--- src/rtl/ecc_scrub_pkg.sv ---
// Shared types for the ECC scrub scheduler: FSM states and port-owner encoding.
package ecc_scrub_pkg;

  typedef enum logic [2:0] {
    IDLE,
    WAIT,
    READ,
    CHECK,
    WB
  } scrub_state_e;

  localparam logic SRC_HOST  = 1'b0;
  localparam logic SRC_SCRUB = 1'b1;

endpackage

--- src/rtl/ecc_scrub_scheduler_sat_counter.sv ---
// Saturating up-counter; holds at all-ones once reached.
module sat_counter #(
  parameter int CNT_W = 16
) (
  input  logic             clk,
  input  logic             rst,
  input  logic             inc,
  input  logic             clr,
  output logic [CNT_W-1:0] q
);

  always_ff @(posedge clk or posedge rst) begin
    if (rst)                 q <= '0;
    else if (clr)            q <= '0;
    else if (inc && q != '1) q <= q + 1'b1;
  end

endmodule

--- src/rtl/ecc_scrub_scheduler.sv ---
// Single-port arbiter between host traffic and a periodic ECC scrubber that
// reads every row, writes back corrected data on SEC and logs DED events.
module ecc_scrub_scheduler
  import ecc_scrub_pkg::*;
#(
  parameter int ADDR_W    = 7,
  parameter int INTERVAL  = 1024,
  parameter int MAX_DEFER = 16,
  parameter int CNT_W     = 16
) (
  input  logic              clk,
  input  logic              rst,
  input  logic              host_req,
  input  logic              host_we,
  input  logic [ADDR_W-1:0] host_addr,
  output logic              host_gnt,
  input  logic              scrub_en,
  output logic              mem_en,
  output logic              mem_we,
  output logic [ADDR_W-1:0] mem_addr,
  output logic              mem_wb_sel,
  input  logic              ecc_valid,
  input  logic              ecc_sec,
  input  logic              ecc_ded,
  output logic              scrub_busy,
  output logic [CNT_W-1:0]  sec_count,
  output logic [CNT_W-1:0]  ded_count,
  output logic              ded_irq,
  output logic [ADDR_W-1:0] ded_addr
);

  localparam int IVL_W = (INTERVAL > 1) ? $clog2(INTERVAL) : 1;
  localparam int DEF_W = (MAX_DEFER > 0) ? $clog2(MAX_DEFER + 1) : 1;
  localparam logic [IVL_W-1:0] IVL_LAST = IVL_W'(INTERVAL - 1);
  localparam logic [DEF_W-1:0] DEF_MAX  = DEF_W'(MAX_DEFER);

  scrub_state_e      state_q, state_d;
  logic [ADDR_W-1:0] ptr_q, ptr_d;
  logic [IVL_W-1:0]  ivl_q, ivl_d;
  logic [DEF_W-1:0]  defer_q, defer_d;
  logic              irq_d;
  logic [ADDR_W-1:0] ded_addr_d;
  logic              sec_inc, ded_inc;

  logic scrub_want, scrub_slot, src, host_wr_hit;

  // Host owns the port unless the scrubber has been starved for MAX_DEFER cycles.
  assign scrub_want  = (state_q == READ) || (state_q == WB);
  assign scrub_slot  = scrub_want && (!host_req || defer_q == DEF_MAX);
  assign host_gnt    = host_req && !scrub_slot && !rst;
  assign src         = scrub_slot ? SRC_SCRUB : SRC_HOST;
  assign mem_en      = host_gnt || scrub_slot;
  assign mem_we      = (src == SRC_SCRUB) ? (state_q == WB) : (host_gnt && host_we);
  assign mem_addr    = (src == SRC_SCRUB) ? ptr_q : (host_gnt ? host_addr : '0);
  assign mem_wb_sel  = (src == SRC_SCRUB) && (state_q == WB);
  assign scrub_busy  = (state_q != IDLE) && (state_q != WAIT);
  // A granted host write to the scrub row supersedes the pending correction.
  assign host_wr_hit = host_gnt && host_we && (host_addr == ptr_q);

  always_comb begin
    state_d    = state_q;
    ptr_d      = ptr_q;
    ivl_d      = ivl_q;
    defer_d    = defer_q;
    irq_d      = 1'b0;
    ded_addr_d = ded_addr;
    sec_inc    = 1'b0;
    ded_inc    = 1'b0;
    case (state_q)
      IDLE: begin
        if (scrub_en) begin
          state_d = WAIT;
          ivl_d   = '0;
        end
      end
      WAIT: begin
        if (!scrub_en) begin
          state_d = IDLE;
          ivl_d   = '0;
        end else if (ivl_q == IVL_LAST) begin
          state_d = READ;
          ivl_d   = '0;
        end else begin
          ivl_d = ivl_q + 1'b1;
        end
      end
      READ: begin
        if (scrub_slot) begin
          state_d = CHECK;
          defer_d = '0;
        end else begin
          defer_d = defer_q + 1'b1;
        end
      end
      CHECK: begin
        // Missing ecc_valid is treated as a clean read; DED outranks SEC.
        state_d = WAIT;
        ptr_d   = ptr_q + 1'b1;
        if (ecc_valid && ecc_ded) begin
          ded_inc    = 1'b1;
          irq_d      = 1'b1;
          ded_addr_d = ptr_q;
        end else if (ecc_valid && ecc_sec) begin
          sec_inc = 1'b1;
          if (!host_wr_hit) begin
            state_d = WB;
            ptr_d   = ptr_q;
          end
        end
      end
      WB: begin
        if (scrub_slot || host_wr_hit) begin
          state_d = WAIT;
          ptr_d   = ptr_q + 1'b1;
          defer_d = '0;
        end else begin
          defer_d = defer_q + 1'b1;
        end
      end
      default: state_d = IDLE;
    endcase
  end

  always_ff @(posedge clk or posedge rst) begin
    if (rst) begin
      state_q  <= IDLE;
      ptr_q    <= '0;
      ivl_q    <= '0;
      defer_q  <= '0;
      ded_irq  <= 1'b0;
      ded_addr <= '0;
    end else begin
      state_q  <= state_d;
      ptr_q    <= ptr_d;
      ivl_q    <= ivl_d;
      defer_q  <= defer_d;
      ded_irq  <= irq_d;
      ded_addr <= ded_addr_d;
    end
  end

  sat_counter #(.CNT_W(CNT_W)) u_sec_cnt (
    .clk (clk),
    .rst (rst),
    .inc (sec_inc),
    .clr (1'b0),
    .q   (sec_count)
  );

  sat_counter #(.CNT_W(CNT_W)) u_ded_cnt (
    .clk (clk),
    .rst (rst),
    .inc (ded_inc),
    .clr (1'b0),
    .q   (ded_count)
  );

endmodule

--- config.mk ---
export PLATFORM = sky130hd
export DESIGN_NAME = ecc_scrub_scheduler
export DESIGN_NICKNAME = d
export VERILOG_FILES = /design/src/rtl/ecc_scrub_pkg.sv /design/src/rtl/ecc_scrub_scheduler_sat_counter.sv /design/src/rtl/ecc_scrub_scheduler.sv
export SDC_FILE = /design/constraint.sdc
export NUM_CORES = 1
export LEC_CHECK = 0
export ABC_AREA = 1
export BUFFER_PORTS_ARGS = -buffer_cell sky130_fd_sc_hd__buf_2
export CAP_MARGIN = 20
export CORE_UTILIZATION = 58
export DETAILED_ROUTE_END_ITERATION = 12
export GPL_TIMING_DRIVEN = 0
export PLACE_DENSITY = 0.83
export SLEW_MARGIN = 10
export SYNTH_ARGS = -nofsm -noshare
export SYNTH_HDL_FRONTEND = slang
export SYNTH_SLANG_ARGS = --single-unit
--- constraint.sdc ---
create_clock -name clk -period 5.3 [get_ports clk]
set_input_delay 0.265 -clock clk [delete_from_list [all_inputs] [get_ports clk]]
set_output_delay 0.265 -clock clk [all_outputs]
set_load 0.1 [all_outputs]
== After elaboration in Yosys (flattened, before gate mapping) ==
Cells that the tools add are included.
W data, S select, Z words.

* Bits in registers: 65
* Bits of input ports: 15
* Output and inout bits: 52
* Word-level logic and storage cells: 85

* Add/sub/neg operators: 5
* Equal/unequal tests: 15
* Muxes and demuxes: 30
* Reduce and logical (&&, ||, !) cells: 27

{| class="wikitable"
|+ Operators by type and width
! operator !! count
|-
| $mux W7 || 6
|-
| $add A16 B1 Y16 const B || 2
|-
| $ne A16 B16 Y1 const B || 2
|-
| $mux W10 || 3
|-
| $mux W3 || 8
|-
| $pmux W10 S2 || 1
|-
| $pmux W3 S5 || 1
|-
| $pmux W7 S2 || 1
|-
| $logic_and A1 B1 Y1 || 11
|-
| $add A10 B1 Y10 const B || 1
|-
| $eq A10 B10 Y1 const B || 1
|-
| $mux W5 || 2
|-
| $pmux W5 S2 || 1
|-
| $add A7 B1 Y7 const B || 1
|-
| $eq A7 B7 Y1 || 1
|-
| $mux W1 || 7
|-
| $eq A3 B2 Y1 const B || 2
|-
| $reduce_bool A2 Y1 || 3
|-
| $add A5 B1 Y5 const B || 1
|-
| $eq A5 B5 Y1 const B || 1
|-
| $logic_or A1 B1 Y1 || 4
|-
| $ne A2 B2 Y1 const B || 2
|-
| $ne A4 B4 Y1 const B || 1
|-
| $reduce_and A2 Y1 || 2
|-
| 10 further kinds || 12
|}

== Logic depth before layout (Yosys ltp) ==
Gate-level depths: netlist (run 1).

* Depth in word-level cells: 12
* Depth in mapped cells: 16
* Depth with buffers taken out: 15

== Cells and area by module ==
A second synthesis (run 1) with hierarchy kept.

* Cell total of the unflattened synthesis: 570
* Area, all modules: 4132.7 um^2

{| class="wikitable"
|+ By module, submodules not included
! module !! instances !! cells an instance !! area each (um^2) !! sequential area each (um^2)
|-
| sat_counter || 2 || 159 || 1083.5 || 400.4
|-
| ecc_scrub_scheduler || 1 || 252 || 1965.6 || 825.8
|}

== Least setup slack after synthesis (run 1) ==
No wires, ideal clock.

* Path type: register to output
* From: reg defer_q[0]
* To: out mem_addr[4]
* Arrival: 3038 ps
* Data required time: 5035 ps
* Path slack: 1997 ps
* Cell stages (with the launch flop): 9
* Buffers on the path: 0
* Cells stage by stage: dfrtp_1 inv_1 ha_1 nand2_1 inv_1 nand2_1 nand2_2 nand2_8 o21ai_0

* Word-level cells in the longest chain between the ends: 8
* Elaborated cells between the ends (all ways): 9
* Classes of those cells: eq/ne (1); mux (3); reduce/logical (5)

{| class="wikitable"
|+ Ends and longest elaborated chain
! element !! RTL line !! RTL
|-
| from (decl) || ecc_scrub_scheduler.sv:40 || <nowiki>logic [DEF_W-1:0] defer_q, defer_d;</nowiki>
|-
| from (signal assigned) || ecc_scrub_scheduler.sv:136 || <nowiki>defer_q <= defer_d;</nowiki>
|-
| $eq A5 B5 Y1 * || ecc_scrub_scheduler.sv:49 || <nowiki>assign scrub_slot = scrub_want && (!host_req || defer_q == DEF_MAX);</nowiki>
|-
| $logic_or A1 B1 Y1 * || ecc_scrub_scheduler.sv:49 ||
|-
| $logic_and A1 B1 Y1 * || ecc_scrub_scheduler.sv:49 ||
|-
| $logic_not A1 Y1 || ecc_scrub_scheduler.sv:50 || <nowiki>assign host_gnt = host_req && !scrub_slot && !rst;</nowiki>
|-
| $logic_and A1 B1 Y1 (2 in a row) || ecc_scrub_scheduler.sv:50 ||
|-
| $mux W7 || ecc_scrub_scheduler.sv:54 || <nowiki>assign mem_addr = (src == SRC_SCRUB) ? ptr_q : (host_gnt ? host_addr : '0);</nowiki>
|-
| $mux W7 * || ecc_scrub_scheduler.sv:54 ||
|-
| to (decl) || ecc_scrub_scheduler.sv:20 || <nowiki>output logic [ADDR_W-1:0] mem_addr,</nowiki>
|}

Every way passes the cells marked *; elsewhere a longest branch is shown, timed or not.

== Final worst setup path (run 1) ==
* From: reg defer_q[0]
* To: out mem_addr[6]

The elaborated chain is that of the path after synthesis.

==> impl_metrics.sql, run 1 <==
INSERT INTO impl_metrics (metric_group, metric, value, unit) VALUES
('cts', 'numClockSinks', '65', ''),
('sta', 'worst-slew-pin-transition', '780', 'ps'),
('sta', 'clock.fmax', '0.414', 'GHz'),
('drt', 'route.detailed.drc', '0', ''),
('layout', 'finalNetCount', '560', ''),
('synthesis', 'synthMuxAreaShare', '0', ''),
('synthesis', 'yosysWarningCount', '0', ''),
('cts', 'cts_resized', '0', ''),
('sta', 'timing.final.hold_violations', '0', ''),
('setup_path', 'reg2reg_to', 'defer_q[3]', ''),
('floorplan', 'floorplan.die.width', '81.8', 'um'),
('cts', 'number_of_setup_buffers_added_after_cts', '0', ''),
('synthesis', 'synthXorXnorAreaFrac', '0.0949', ''),
('grt', 'grt_pass1_wl', '12800', 'um'),
('drt', 'route.vias.total', '3269', ''),
('run_status', 'run_status', 'complete, no violations', ''),
('cts', 'clk_pin_slew_worst_paths', '70', 'ps'),
('synthesis', 'synth.net_count', '483', ''),
('sta', 'relSlewSlack', '0.480', ''),
('sta', 'layout_skew', '9.45', 'ps'),
('sta', 'finalSetupTns', '0', 'ps'),
('synthesis', 'ys_async_sr_fraction', '1.00', ''),
('drt', 'average_wire_per_standard_cell', '12.5', 'um'),
('placed_design', 'placedCellCount', '603', ''),
('synthesis', 'fraction_of_the_mapped_netlist_area_in_adder_cells', '0.0203', ''),
('setup_path', 'crit_type', 'reg2out', ''),
('synthesis', 'yosys.cell_types.count', '32', ''),
('setup_path', 'worst_ep_required_time', '5040', 'ps'),
('grt', 'vias_in_the_first_global_route', '2998', ''),
('grt', 'global_route_total_usage_across_every_layer', '0.251', ''),
('synthesis', 'synth.cell_area', '3690', 'um^2'),
('synthesis', 'ys_seq_elements', '65', ''),
('grt', 'grt_remaining_overflow', '0', ''),
('run', 'maxCapViolCount', '0', ''),
('cts', 'tritoncts', 'done', ''),
('hold_path', 'hp-class', 'in2async', ''),
('setup_path', 'cp.arrival', '2150', 'ps'),
('cts', 'cts.htree.levels', '3', ''),
('floorplan', 'fp-row-count', '28', ''),
('synthesis', 'synth_simple_gate_area_frac', '0.311', ''),
('synthesis', 'synth_top_family_by_area', 'simple AND/OR/NAND/NOR gates', ''),
('cts', 'insertion_delay', '350', 'ps'),
('placed_design', 'io_buffers', '66', ''),
('grt', 'grt_max_degree', '66', ''),
('cts', 'cts_made_buffers', '9', ''),
('sta', 'setup_violations', '0', ''),
('synthesis', 'seq_area_frac_synth', '0.441', ''),
('setup_path', 'setup.worst_path.start_class', 'flip-flop', ''),
('synthesis', 'compound_gate_portion_of_the_synthesized_area', '0.0587', ''),
('synthesis', 'syn_area_per_cell', '7.99', 'um^2'),
('power_and_ir_drop', 'design_power_total', '2.11', 'mW'),
('layout', 'syn2layout_area_growth', '16.9', '%'),
('drt', 'post_drt_via_cell_ratio', '5.28', ''),
('placed_design', 'detailed_place_hpwl', '5730', 'um'),
('cts', 'root_buffer', 'sky130_fd_sc_hd__clkbuf_8', ''),
('layout', 'antenna_cells_inserted', '0', ''),
('power_and_ir_drop', 'max-vdd-ir-drop', '0.421', 'mV'),
('cts', 'cts_hold_buf', '0', ''),
('floorplan', 'pin_count', '67', ''),
('floorplan', 'fp.coreArea', '6030', 'um^2'),
('layout', 'layout-drive-gt1-share', '0.206', ''),
('placed_design', 'gp_routability_congestion', '0.861', ''),
('synthesis', 'syn-instance-count', '462', ''),
('power_and_ir_drop', 'power.static_leakage', '2.26', 'nW'),
('drt', 'drt_pass1_iterations', '4', ''),
('sta', 'period_share', '0.456', ''),
('synthesis', 'synthFlopType', 'sky130_fd_sc_hd__dfrtp_1', ''),
('setup_path', 'regToRegStartpoint', 'defer_q[0]', ''),
('layout', 'finalNonFillerCells', '619', ''),
('setup_path', 'critical_path_peak_fanout', '10', ''),
('floorplan', 'die_h', '81.8', 'um'),
('synthesis', 'synth-edff-count', '0', ''),
('setup_path', 'rrSetupSlack', '3400', 'ps'),
('drt', 'ant_nets', '0', ''),
('sta', 'period_needed', '2410', 'ps'),
('floorplan', 'design.die.area', '6680', 'um^2'),
('drt', 'wirelength', '7750', 'um'),
('drt', 'drt-initial-drc-count', '116', ''),
('power_and_ir_drop', 'power_density', '488', 'nW/um^2'),
('sta', 'grt_setup_unrepaired', 'no', ''),
('grt', 'number_of_antenna_violations_at_the_first_check_in_global_routing', '0', ''),
('setup_path', 'critPathCaptureType', 'output port', ''),
('floorplan', 'initial_utilization', '0.612', ''),
('sta', 'report.final.slew_viol_count', '0', ''),
('setup_path', 'rr_worst_depth', '15', ''),
('cts', 'max-clock-path-buffers', '2', '');
[cell usage after synthesis (5+ instances only)]
master	n	area [um^2]
sky130_fd_sc_hd__nand3_1	26	130
sky130_fd_sc_hd__xor2_1	28	245
sky130_fd_sc_hd__nand4_1	12	75.1
sky130_fd_sc_hd__o21ai_0	24	120
sky130_fd_sc_hd__nand2_2	6	37.5
sky130_fd_sc_hd__nand2_1	117	439
sky130_fd_sc_hd__inv_1	63	236
sky130_fd_sc_hd__o22ai_1	6	37.5
sky130_fd_sc_hd__ha_1	6	75.1
sky130_fd_sc_hd__nand2_4	5	56.3
sky130_fd_sc_hd__nor2_1	39	146
sky130_fd_sc_hd__nor3_1	18	90.1
sky130_fd_sc_hd__xnor2_1	12	105
sky130_fd_sc_hd__a21oi_1	7	35.0
sky130_fd_sc_hd__dfrtp_1	65	1630
[kinds of logic (layout without fill, tap and decap cells)]
kind of cell,count (synthesis),count (layout)
AO/OA/AOI/OAI,41,41
XOR/XNOR,40,40
adder cells (fa/ha/maj),6,6
buffers and inverters,70,152
flip-flops,65,65
AND/OR/NAND/NOR,240,240
[worst max path at each step]
stage               depth (start not counted)       start        endpoint  slack [ps]
global route                               12  defer_q[0]     mem_addr[6]        2720
finish                                     12  defer_q[0]     mem_addr[6]        2890
CTS                                        12  defer_q[0]     mem_addr[6]        2860
global placement                            2         rst  u_sec_cnt.q[2]        2610
floorplan                                   8  defer_q[0]     mem_addr[4]        2000
detailed placement                         12  defer_q[0]     mem_addr[6]        3250
[cell type report]
class,instances,area (um^2)
buffer,4,25.0
inverter,66,250
clock buffer,11,141
fill,489,1710
multi-input combinational,327,1790
tap,75,93.8
clock inverter,5,55.1
sequential,65,1630
timing repair buffer,66,330
[metrics by stage]
stage / hold WS [ps] / instance area [um^2] / utilization / setup WS (ps)
2_1_floorplan: 466 / 3690 / - / 2000
3_3_place_gp: 465 / 4110 / 0.683 / 2610
3_5_place_dp: 469 / 4120 / 0.683 / 3250
4_1_cts: 110 / 4310 / 0.716 / 2860
5_1_grt: 161 / 4310 / 0.716 / 2720
6_report: 69.6 / 4310 / 0.716 / 2890
[critical path, cell delays in order, from the launching register on]
cell and delay (ps):
sky130_fd_sc_hd__dfrtp_1 370, sky130_fd_sc_hd__inv_1 80, sky130_fd_sc_hd__ha_1 200, sky130_fd_sc_hd__nand2_1 60, sky130_fd_sc_hd__inv_1 30, sky130_fd_sc_hd__nand2_1 60
sky130_fd_sc_hd__nand2_2 100, sky130_fd_sc_hd__nand2_8 120, sky130_fd_sc_hd__nand2_4 100, sky130_fd_sc_hd__inv_1 120, sky130_fd_sc_hd__nand2_1 50, sky130_fd_sc_hd__o21ai_0 60
sky130_fd_sc_hd__buf_2 440
[metal layers]
metal	vias to the layer above	wire, um	GRT usage
met5	-	0	0
met4	0	169	0.116
met3	15	375	0.0511
met2	88	3770	0.421
met1	1537	3430	0.310
li1	1629	-	-
[registers in the layout, indices dropped and copies added, names as in the netlist]
signal	count
ded_irq	1
u_sec_cnt.q	16
ptr_q	7
defer_q	5
state_q	3
u_ded_cnt.q	16
ivl_q	10
ded_addr	7
[layout by cell type, fill, tap and decap left out]
master | synthesis | layout
sky130_fd_sc_hd__nand3b_1 | 1 | 1
sky130_fd_sc_hd__nand2_4 | 5 | 5
sky130_fd_sc_hd__buf_2 | 1 | 67
sky130_fd_sc_hd__nand2_1 | 117 | 117
sky130_fd_sc_hd__o22ai_1 | 6 | 6
sky130_fd_sc_hd__inv_4 | 0 | 1
sky130_fd_sc_hd__xor2_1 | 28 | 28
sky130_fd_sc_hd__bufinv_16 | 0 | 1
sky130_fd_sc_hd__o21ai_1 | 2 | 2
sky130_fd_sc_hd__nor2_4 | 3 | 3
sky130_fd_sc_hd__nand3_4 | 1 | 1
sky130_fd_sc_hd__clkbuf_8 | 0 | 10
sky130_fd_sc_hd__xnor2_1 | 12 | 12
sky130_fd_sc_hd__inv_2 | 3 | 3
sky130_fd_sc_hd__nor3_1 | 18 | 18
sky130_fd_sc_hd__clkbuf_1 | 1 | 2
sky130_fd_sc_hd__nor2_2 | 4 | 4
sky130_fd_sc_hd__nand2_8 | 1 | 1
sky130_fd_sc_hd__clkinvlp_4 | 0 | 2
sky130_fd_sc_hd__nand4_1 | 12 | 12
sky130_fd_sc_hd__nor3b_1 | 1 | 1
sky130_fd_sc_hd__nand2_2 | 6 | 6
sky130_fd_sc_hd__ha_1 | 6 | 6
sky130_fd_sc_hd__nor2_1 | 39 | 39
sky130_fd_sc_hd__nand3_2 | 3 | 3
sky130_fd_sc_hd__o21a_1 | 1 | 1
sky130_fd_sc_hd__a31oi_1 | 1 | 1
sky130_fd_sc_hd__nor2_8 | 1 | 1
sky130_fd_sc_hd__o21ai_0 | 24 | 24
sky130_fd_sc_hd__nand3_1 | 26 | 26
sky130_fd_sc_hd__dfrtp_1 | 65 | 65
sky130_fd_sc_hd__buf_6 | 1 | 1
sky130_fd_sc_hd__clkbuf_2 | 1 | 1
sky130_fd_sc_hd__nor4_1 | 2 | 2
sky130_fd_sc_hd__a21oi_1 | 7 | 7
sky130_fd_sc_hd__clkinv_2 | 0 | 2
sky130_fd_sc_hd__inv_1 | 63 | 62
[power by group]
part,switching (mW),internal [mW]
sequential,0.0874,0.594
clock,0.198,0.228
combinational,0.809,0.188
total,1.10,1.01
No activity file was read; power rests on OpenSTA's default activity.
==> run 2, diff against run 1 <==
--- a/config.mk
+++ b/config.mk
@@ -8,10 +8,10 @@
 export ABC_AREA = 1
 export BUFFER_PORTS_ARGS = -buffer_cell sky130_fd_sc_hd__buf_2
 export CAP_MARGIN = 20
-export CORE_UTILIZATION = 58
+export CORE_UTILIZATION = 51
 export DETAILED_ROUTE_END_ITERATION = 12
 export GPL_TIMING_DRIVEN = 0
-export PLACE_DENSITY = 0.83
+export PLACE_DENSITY = 0.77
 export SLEW_MARGIN = 10
 export SYNTH_ARGS = -nofsm -noshare
 export SYNTH_HDL_FRONTEND = slang
==> constraint.sdc (replaced) <==
create_clock -name clk -period 2 [get_ports clk]
set_input_delay 0.1 -clock clk [delete_from_list [all_inputs] [get_ports clk]]
set_output_delay 0.1 -clock clk [all_outputs]
set_load 0.1 [all_outputs]
==> run 2 against run 1 <==
- sequential power rose to 2.7 times the previous value
- non-clock buffer count is 8 higher
- via count shrank 1.4%
- sequential cell count unchanged
- critical path depth unchanged
- largest power group unchanged
==> impl_metrics.sql, run 2 (synthesis gave the netlist of run 1 again) <==
INSERT INTO impl_metrics (metric_group, metric, value, unit) VALUES
('power_and_ir_drop', 'max-vdd-ir-drop', '0.924', 'mV'),
('drt', 'drt_pass1_iterations', '4', ''),
('layout', 'syn2layout_area_growth', '23.3', '%'),
('power_and_ir_drop', 'power.share.clock', '0.177', ''),
('grt', 'grt_pass1_wl', '13200', 'um'),
('setup_path', 'setup.worst_path.start_class', 'flip-flop', ''),
('sta', 'timing.final.hold_violations', '0', ''),
('placed_design', 'dp_slack', '97.4', 'ps'),
('power_and_ir_drop', 'internal_power', '2.66', 'mW'),
('cts', 'tritoncts', 'done', ''),
('cts', 'clk_pin_slew_worst_paths', '70', 'ps'),
('sta', 'period_needed', '1980', 'ps'),
('layout', 'most-common-layout-cells', 'sky130_fd_sc_hd__nand2_1 (112), sky130_fd_sc_hd__inv_1 (58), sky130_fd_sc_hd__buf_2 (56)', ''),
('sta', 'setup_violations', '0', ''),
('sta', 'relSlewSlack', '0.471', ''),
('setup_path', 'cp.arrival', '1880', 'ps'),
('layout', 'final_util', '0.659', ''),
('layout', 'finalNetCount', '568', ''),
('grt', 'vias_in_the_first_global_route', '3055', ''),
('power_and_ir_drop', 'power.share.switching', '0.526', ''),
('drt', 'ant_nets', '0', ''),
('sta', 'clock.fmax', '0.504', 'GHz'),
('placed_design', 'detailed_place_hpwl', '5700', 'um'),
('cts', 'numClockSinks', '65', ''),
('setup_path', 'cpLargestDelayFamily', 'simple AND/OR/NAND/NOR gates', ''),
('setup_path', 'worst_ep_required_time', '1900', 'ps'),
('drt', 'drt-initial-drc-count', '104', ''),
('layout', 'layout-drive-gt1-share', '0.284', ''),
('grt', 'number_of_antenna_violations_at_the_first_check_in_global_routing', '0', ''),
('hold_path', 'hp-class', 'in2reg', ''),
('floorplan', 'fp-row-count', '30', ''),
('sta', 'grt_setup_unrepaired', 'yes', ''),
('cts', 'cts_made_buffers', '9', ''),
('power_and_ir_drop', 'power_density', '1240', 'nW/um^2'),
('floorplan', 'floorplan.die.width', '87.1', 'um'),
('drt', 'wirelength', '7930', 'um'),
('drt', 'post_drt_via_cell_ratio', '4.97', ''),
('run_status', 'run_status', 'complete, no violations', ''),
('grt', 'global_route_total_usage_across_every_layer', '0.222', ''),
('layout', 'largestRegisters', 'u_ded_cnt.q (16), u_sec_cnt.q (16), ivl_q (10)', ''),
('run', 'maxCapViolCount', '0', ''),
('setup_path', 'critical_path.cell_chain', 'inv_2 -> ha_4 -> nand2_2 -> inv_2 -> nand2_2 -> nand2_4 -> nand2_8 -> nand2_8 -> clkinvlp_4 -> nand2_2 -> o21ai_4 -> buf_12', ''),
('cts', 'max-clock-path-buffers', '2', ''),
('floorplan', 'design.die.area', '7580', 'um^2'),
('layout', 'fillerInstances', '604', ''),
('layout', 'final_common_cell', 'sky130_fd_sc_hd__nand2_1', ''),
('drt', 'route.vias.total', '3222', ''),
('grt', 'grt_remaining_overflow', '0', ''),
('placed_design', 'io_buffers', '66', ''),
('layout', 'multiInputGateArea', '1860', 'um^2'),
('sta', 'worst-slew-pin-transition', '793', 'ps'),
('cts', 'insertion_delay', '340', 'ps'),
('sta', 'report.final.slew_viol_count', '0', ''),
('setup_path', 'critPathCaptureType', 'output port', ''),
('floorplan', 'pin_count', '67', ''),
('power_and_ir_drop', 'comb_power_share', '0.497', ''),
('power_and_ir_drop', 'switching_power', '2.95', 'mW'),
('power_and_ir_drop', 'seqPwrFrac', '0.326', ''),
('floorplan', 'initial_utilization', '0.534', ''),
('layout', 'antenna_cells_inserted', '0', ''),
('setup_path', 'crit_type', 'reg2out', ''),
('grt', 'grt_max_degree', '66', ''),
('layout', 'sequential_cell_area', '1660', 'um^2'),
('setup_path', 'critPathSlowestCell', 'sky130_fd_sc_hd__dfrtp_1', ''),
('setup_path', 'critical_path.n_buffers_inverters', '4', ''),
('cts', 'root_buffer', 'sky130_fd_sc_hd__clkbuf_8', ''),
('power_and_ir_drop', 'power.static_leakage', '2.27', 'nW'),
('layout', 'finalNonFillerCells', '648', ''),
('floorplan', 'die_h', '87.1', 'um'),
('floorplan', 'fp.coreArea', '6910', 'um^2'),
('sta', 'layout_skew', '10.6', 'ps'),
('placed_design', 'gp_routability_congestion', '0.834', ''),
('drt', 'route.detailed.drc', '0', ''),
('sta', 'period_share', '0.992', ''),
('placed_design', 'placedCellCount', '624', ''),
('setup_path', 'critPathMostFrequentCell', 'sky130_fd_sc_hd__nand2_2', ''),
('setup_path', 'rrSetupSlack', '170', 'ps'),
('drt', 'average_wire_per_standard_cell', '12.2', 'um'),
('setup_path', 'critical_path_peak_fanout', '8', ''),
('sta', 'post-route-worst-setup-slack', '16.1', 'ps'),
('cts', 'cts.htree.levels', '3', ''),
('setup_path', 'critical_path.max_stage_delay', '410', 'ps');
[run 2: cell types whose count changed in the layout (fill, tap and decap cells not counted), sizes merged]
cell / before / now
buf: 68 / 75
dlygate4sd3: 0 / 1
clkinv: 2 / 4
inv: 66 / 65
bufinv: 1 / 0
[run 2: final timing paths]
path / from / endpoint / depth (start not counted)
setup reg to reg: defer_q[1] / ptr_q[1] / 14
max in group asynchronous: rst / u_ded_cnt.q[10] / 3
setup / recovery: defer_q[1] / mem_addr[6] / 12
min in group asynchronous: rst / ptr_q[0] / 3
hold reg to reg: ded_addr[1] / ded_addr[1] / 2
hold / removal: ecc_ded / ded_irq / 3
[run 2: timing repair]
| action | in CTS | in global routing |
|---|---|---|
| pin swaps | 2 | 6 |
| setup endpoints to repair | 10 | 19 |
| gates resized for setup | 19 | 11 |
| hold endpoints to repair | 65 | 0 |
| buffers inserted | 2 | 5 |
| hold buffers | 1 | 0 |
[run 2: cell type report]
class                           count  share of cell area
Clock buffer                       11              0.0311
Clock inverter                      5             0.00688
Timing Repair Buffer               74               0.101
Sequential cell                    65               0.364
Buffer                              4             0.00550
Inverter                           66              0.0558
Multi-Input combinational cell    327               0.410
Tap cell                           96              0.0264
[run 2: through the flow]
step | total power, mW | cell area [um^2] | setup TNS [ps] | hold slack (ps)
3_5_place_dp | 4.51 | 4220 | 0 | 321
4_1_cts | 5.55 | 4480 | -5.72 | 102
5_1_grt | 5.94 | 4550 | -307 | 98.6
2_1_floorplan | 4.06 | 3770 | -3120 | 301
6_report | 5.62 | 4550 | 0 | 120
3_3_place_gp | 4.46 | 4220 | -40480 | 458
[run 2: layer usage]
metal | global-route usage | vias up | wire (um)
met5 | 0 | - | 0
met4 | 0.0924 | 0 | 90
met3 | 0.0389 | 10 | 266
met2 | 0.369 | 66 | 3900
met1 | 0.285 | 1500 | 3680
li1 | - | 1646 | -
[run 2: worst min-delay path, delay by kind of cell]
family                 cells  cell delay (ps)
buffers and inverters      1               90
AND/OR/NAND/NOR            2              220
[run 2: power groups by stage]
stage / combinational (mW) / clock [mW] / sequential [mW]
after floorplan: 1.22 / 0 / 2.83
after global placement: 2.63 / 0 / 1.83
after detailed placement: 2.67 / 0 / 1.84
after CTS: 2.73 / 1.01 / 1.81
after global routing: 3.00 / 1.07 / 1.87
final: 2.79 / 0.993 / 1.83
